==> src/rtl/rx_sequence_chip_reader.sv <==
// Reads one bit column of the sequence BRAM over rows 0..SEQ_LEN-1 and streams it as chips.
// A 4-entry credit-managed FIFO hides the 1-cycle BRAM read latency under backpressure.
module rx_sequence_chip_reader #(
  parameter int SEQ_LEN = 255,
  parameter int ADDR_W  = 8,
  parameter int DATA_W  = 16
) (
  input  logic              clk,
  input  logic              rst,
  input  logic              start,
  input  logic              abort,
  input  logic [3:0]        seq_sel,
  output logic              bram_enb,
  output logic [ADDR_W-1:0] bram_addrb,
  input  logic [DATA_W-1:0] bram_dob,
  output logic              chip_valid,
  input  logic              chip_ready,
  output logic              chip,
  output logic [ADDR_W-1:0] chip_index,
  output logic              chip_last,
  output logic              busy,
  output logic              done
);

  // state | meaning
  // IDLE  | waiting for start; read counter held at 0
  // RUN   | issuing reads and streaming chips
  // DONE  | one-cycle done pulse, then back to IDLE
  localparam logic [1:0] S_IDLE = 2'd0;
  localparam logic [1:0] S_RUN  = 2'd1;
  localparam logic [1:0] S_DONE = 2'd2;

  localparam logic [ADDR_W:0]   LEN_C    = (ADDR_W+1)'(SEQ_LEN);
  localparam logic [ADDR_W-1:0] LAST_IDX = ADDR_W'(SEQ_LEN - 1);
  localparam logic [3:0]        TOP_BIT  = 4'(DATA_W - 1);

  logic [1:0]        state_q;
  logic [3:0]        sel_q;
  logic [ADDR_W:0]   rd_addr;
  logic              inflight_q;
  logic [ADDR_W-1:0] inflight_idx_q;
  logic [2:0]        count_q;
  logic [1:0]        wr_ptr_q;
  logic [1:0]        rd_ptr_q;
  logic              fifo_bit [4];
  logic [ADDR_W-1:0] fifo_idx [4];

  logic       issue;
  logic       push;
  logic       pop;
  logic [3:0] bit_pos;

  // Credit counts the in-flight read so the FIFO can never be overrun.
  assign issue   = (state_q == S_RUN) && (rd_addr < LEN_C) &&
                   ((count_q + 3'(inflight_q)) < 3'd4);
  assign push    = inflight_q;
  assign pop     = chip_valid && chip_ready;
  assign bit_pos = TOP_BIT - sel_q;

  assign bram_enb   = issue;
  assign bram_addrb = issue ? rd_addr[ADDR_W-1:0] : '0;
  assign chip_valid = (count_q != 3'd0);
  assign chip       = chip_valid && fifo_bit[rd_ptr_q];
  assign chip_index = chip_valid ? fifo_idx[rd_ptr_q] : '0;
  assign chip_last  = chip_valid && (fifo_idx[rd_ptr_q] == LAST_IDX);
  assign busy       = (state_q == S_RUN);
  assign done       = (state_q == S_DONE);

  always_ff @(posedge clk) begin
    if (rst || abort) begin
      state_q        <= S_IDLE;
      sel_q          <= '0;
      rd_addr        <= '0;
      inflight_q     <= 1'b0;
      inflight_idx_q <= '0;
      count_q        <= '0;
      wr_ptr_q       <= '0;
      rd_ptr_q       <= '0;
    end else begin
      inflight_q     <= issue;
      inflight_idx_q <= rd_addr[ADDR_W-1:0];
      if (issue) rd_addr <= rd_addr + 1'b1;

      if (push) begin
        fifo_bit[wr_ptr_q] <= bram_dob[bit_pos];
        fifo_idx[wr_ptr_q] <= inflight_idx_q;
        wr_ptr_q           <= wr_ptr_q + 2'd1;
      end
      if (pop) rd_ptr_q <= rd_ptr_q + 2'd1;
      if (push && !pop)      count_q <= count_q + 3'd1;
      else if (!push && pop) count_q <= count_q - 3'd1;

      case (state_q)
        S_IDLE: begin
          rd_addr <= '0;
          if (start) begin
            sel_q   <= seq_sel;
            state_q <= S_RUN;
          end
        end
        S_RUN:   if (pop && chip_last) state_q <= S_DONE;
        S_DONE:  state_q <= S_IDLE;
        default: state_q <= S_IDLE;
      endcase
    end
  end

endmodule

==> config.mk <==
export PLATFORM = sky130hd
export DESIGN_NAME = rx_sequence_chip_reader
export DESIGN_NICKNAME = d
export VERILOG_FILES = /design/src/rtl/rx_sequence_chip_reader.sv
export SDC_FILE = /design/constraint.sdc
export NUM_CORES = 1
export LEC_CHECK = 0
export BUFFER_PORTS_ARGS = -buffer_cell sky130_fd_sc_hd__buf_2
export CORE_MARGIN = 4
export CORE_UTILIZATION = 40
export DETAILED_ROUTE_END_ITERATION = 8
export GPL_TIMING_DRIVEN = 0
export PLACE_DENSITY = 0.6
export SETUP_SLACK_MARGIN = 0.1
export SYNTH_ARGS = -nofsm -noshare
export SYNTH_HDL_FRONTEND = slang
export SYNTH_SLANG_ARGS = --single-unit
==> constraint.sdc <==
create_clock -name clk -period 3.3 [get_ports clk]
set_input_delay 0.66 -clock clk [delete_from_list [all_inputs] [get_ports clk]]
set_output_delay 0.66 -clock clk [all_outputs]
set_load 0.005 [all_outputs]
==> out/results.txt <==
Design Area, Final - 3530 um2
Final Hold Vio Count - 0
Cells after DPL - 367
CTS buffer count - 9
Post-Syn Nets - 254
mean post-synth cell area - 13.3 um2
LEAKAGE - 0.00133 uW
flop2flop setup slack - 950 ps
htree depth - 3
Net count, final - 311
hold path depth - 1
total grt overflow - 0
WL/cell - 14.6 um
clock tree buffer depth - 2
Post-CTS Setup Bufs - 0
# hold bufs at CTS - 0
HP Class - register to register
vias in the first global route - 1,810
critical path class - register to output pin
Synth warnings - 0
# setup viols final - 0
max-slew violations - 0
router iterations before antenna repair - 4
largest cells by area after synthesis - edfxtp_1 (37%), dfxtp_1 (22%), mux4_1 (7.1%)
CP Cell Sequence - buf_6, mux4_2, or4b_4, nor2_1, buf_2
hold_ws - 478 ps
post-synth design cell area - 2960 um2
Post-DP Area - 3310 um2
Overall Global Routing Usage - 14.0%
MaxCap Viol Count - 0
Int Power - 1360 uW
Antenna Cells - 0
setup TNS - 0 ps
Vias - 1,904
Resized Gates After CTS - 0
worst hold endpoint - rd_addr[8]$_SDFFE_PP0N_
die width - 94.0 um
Critical Path RT - 2640 ps
RSZ-0062 raised after global routing - no
worst vdd ir - 0.000233 V
Worst R2R Start - count_q[0]$_SDFFE_PP0P_
slowest CP cell - or4b_4
#FFs+latches synth - 69
Die Y - 94.0 um
crit path DAT - 2140 ps
pin count of the biggest net entering global routing - 14
Netlist cell types - 37
Util after Layout - 49.0%
# DRC - 0
fmax - 357 MHz
Std-Cell Rows - 31
fraction of power spent switching nets - 21.3%
area grow syn2layout - 19.5%
crit path launch type - register
Crit Path Max Fanout - 9
share of cells above drive strength 1 - 26.8%
PD cells - 490 nW/um2
drt total wl - 5590 um
Layout fillers - 700
DP HPWL - 4050 um
Setup Skew - 5.13 ps
root buffer cell - clkbuf_8
routability cong. - 0.752
crit path time final - 2800 ps
die area - 8830 um2
Reg2Reg Depth - 8
Clock Latency Late Sink - 340 ps
CP max stage delay - 540 ps
core area - 7210 um2
measured slew at the worst slew-check pin - 749 ps
Clk pwr share - 43.7%
I/O Buffers - 46
post-synth top area share - 36.6%
Initial DRC Count - 124
FF-to-FF End - count_q[2]$_SDFFE_PP0P_
min-delay src - rd_addr[8]$_SDFFE_PP0N_
Ports - 47
CTS tree - built
Net Sw Power - 369 uW
first-pass GRT wire length - 9150 um
relative slew slack - 49.5%
Seq pwr share - 52.1%
post-synthesis sequential area ratio - 58.9%
initial antenna violation count - 0
Tcrit/Tclk final - 84.8%
CP bufs+invs - 2
fin cells - 383
status - finished, final reports clean
clock sinks - 69
Logic pwr share - 4.2%
clock slew at reported path FFs - 70 ps
Via density - 4.97
cell count after synthesis - 222
Yosys top cell by area - edfxtp_1
ANT nets after route - 0
crit path capture type - output pin
Starting Density - 41.0%
Worst path top cell family by delay - simple AND/OR/NAND/NOR gates
## layer usage
layer / vias up / part of all wire [%] / global-route usage, %
met3: 6 / 4.2 / 5.85
li1: 939 / - / -
met5: - / 0 / 0
met4: 0 / 1.4 / 4.69
met2: 35 / 48 / 21.4
met1: 924 / 47 / 17.9
## final cells by class
type,instances,area (um2),area share [%]
Inverter,7,26.3,0.744
Timing Repair Buffer,46,230,6.52
Tap cell,99,124,3.51
Clock buffer,9,124,3.51
Sequential cell,69,1740,49.3
Buffer,10,46.3,1.31
Multi-Input combinational cell,136,1140,32.3
Clock inverter,7,98.8,2.80
## worst max path at each step
| stage | endpoint | depth (start not counted) | startpoint |
|---|---|---|---|
| after floorplan | chip_last | 4 | register |
| after global placement | chip_last | 5 | register |
| after detailed placement | chip_last | 5 | register |
| after CTS | chip_last | 5 | register |
| after global routing | chip_last | 5 | register |
| final | chip_last | 5 | register |
## cell usage after synthesis, drive strengths merged
| cell type | count |
|---|---|
| a21oi | 5 |
| and2 | 14 |
| xor2 | 5 |
| a41oi | 1 |
| buf | 2 |
| xnor2 | 2 |
| a31o | 1 |
| or4b | 1 |
| or4 | 1 |
| o221a | 1 |
| dfxtp | 33 |
| nand4 | 3 |
| edfxtp | 36 |
| ha | 6 |
| mux4 | 14 |
| nor3 | 4 |
| nor2 | 21 |
| clkbuf | 8 |
| nor3b | 1 |
| or2 | 1 |
| and3 | 9 |
| o21ai | 5 |
| fa | 1 |
| o31ai | 1 |
| or3 | 6 |
| inv | 7 |
| nand2 | 9 |
| o21a | 2 |
| nand3 | 6 |
| nor4 | 5 |
| nor2b | 2 |
| mux2i | 9 |
## sequential cells by signal, summed over array words and instances (netlist names), named ones only
register / count
inflight_q: 1
count_q: 3
rd_ptr_q: 2
wr_ptr_q: 2
inflight_idx_q: 8
fifo_idx: 32
state_q: 2
fifo_bit: 4
sel_q: 4
rd_addr: 9
## layout by cell type, fill, tap and decap left out, drive strengths merged, types with 2 or more instances in the layout
| master | netlist | layout |
|---|---|---|
| nor2 | 21 | 21 |
| nor2b | 2 | 2 |
| nand4 | 3 | 3 |
| and3 | 9 | 9 |
| nor4 | 5 | 5 |
| mux2i | 9 | 9 |
| or3 | 6 | 6 |
| nand2 | 9 | 9 |
| xnor2 | 2 | 2 |
| buf | 2 | 48 |
| edfxtp | 36 | 36 |
| mux4 | 14 | 14 |
| clkbuf | 8 | 17 |
| a21oi | 5 | 5 |
| ha | 6 | 6 |
| xor2 | 5 | 5 |
| dfxtp | 33 | 33 |
| and2 | 14 | 14 |
| o21a | 2 | 2 |
| nor3 | 4 | 4 |
| clkinv | 0 | 3 |
| inv | 7 | 8 |
| bufinv | 0 | 2 |
| nand3 | 6 | 6 |
| o21ai | 5 | 5 |
## metrics by stage
stage	setup slack, ps	total power (uW)
6_report	501	1730
5_1_grt	370	1800
4_1_cts	478	1750
3_5_place_dp	860	996
2_1_floorplan	1060	966
3_3_place_gp	873	995
## cells by family (layout without fill, tap and decap cells)
kind of cell    Yosys count  count (layout)  share of synthesized area [%]
compound gates           16              16                           3.43
xor+xnor                  7               7                           2.07
fa+ha+maj                 7               7                           3.22
buf+inv                  17              79                           2.45
flops                    69              69                           58.9
mux                      23              23                           14.7
simple gates             83              83                           15.2
## power by group through the flow
stage / Sequential, uW / Combinational [uW] / Clock, uW
2_1_floorplan: 921 / 44.4 / 0
3_3_place_gp: 922 / 72.8 / 0
3_5_place_dp: 922 / 73.2 / 0
4_1_cts: 903 / 73.5 / 773
5_1_grt: 903 / 82.0 / 820
6_report: 903 / 72.3 / 758
## worst register-to-register path: cells and delay by family, from the launching register on
kind | cells | cell delay, ps
adder cells (fa/ha/maj) | 2 | 600
AO/OA/AOI/OAI | 1 | 140
buffers and inverters | 1 | 60
AND/OR/NAND/NOR | 3 | 990
flip-flops | 1 | 350
XOR/XNOR | 1 | 150
No activity file was read; power rests on OpenSTA's default activity.
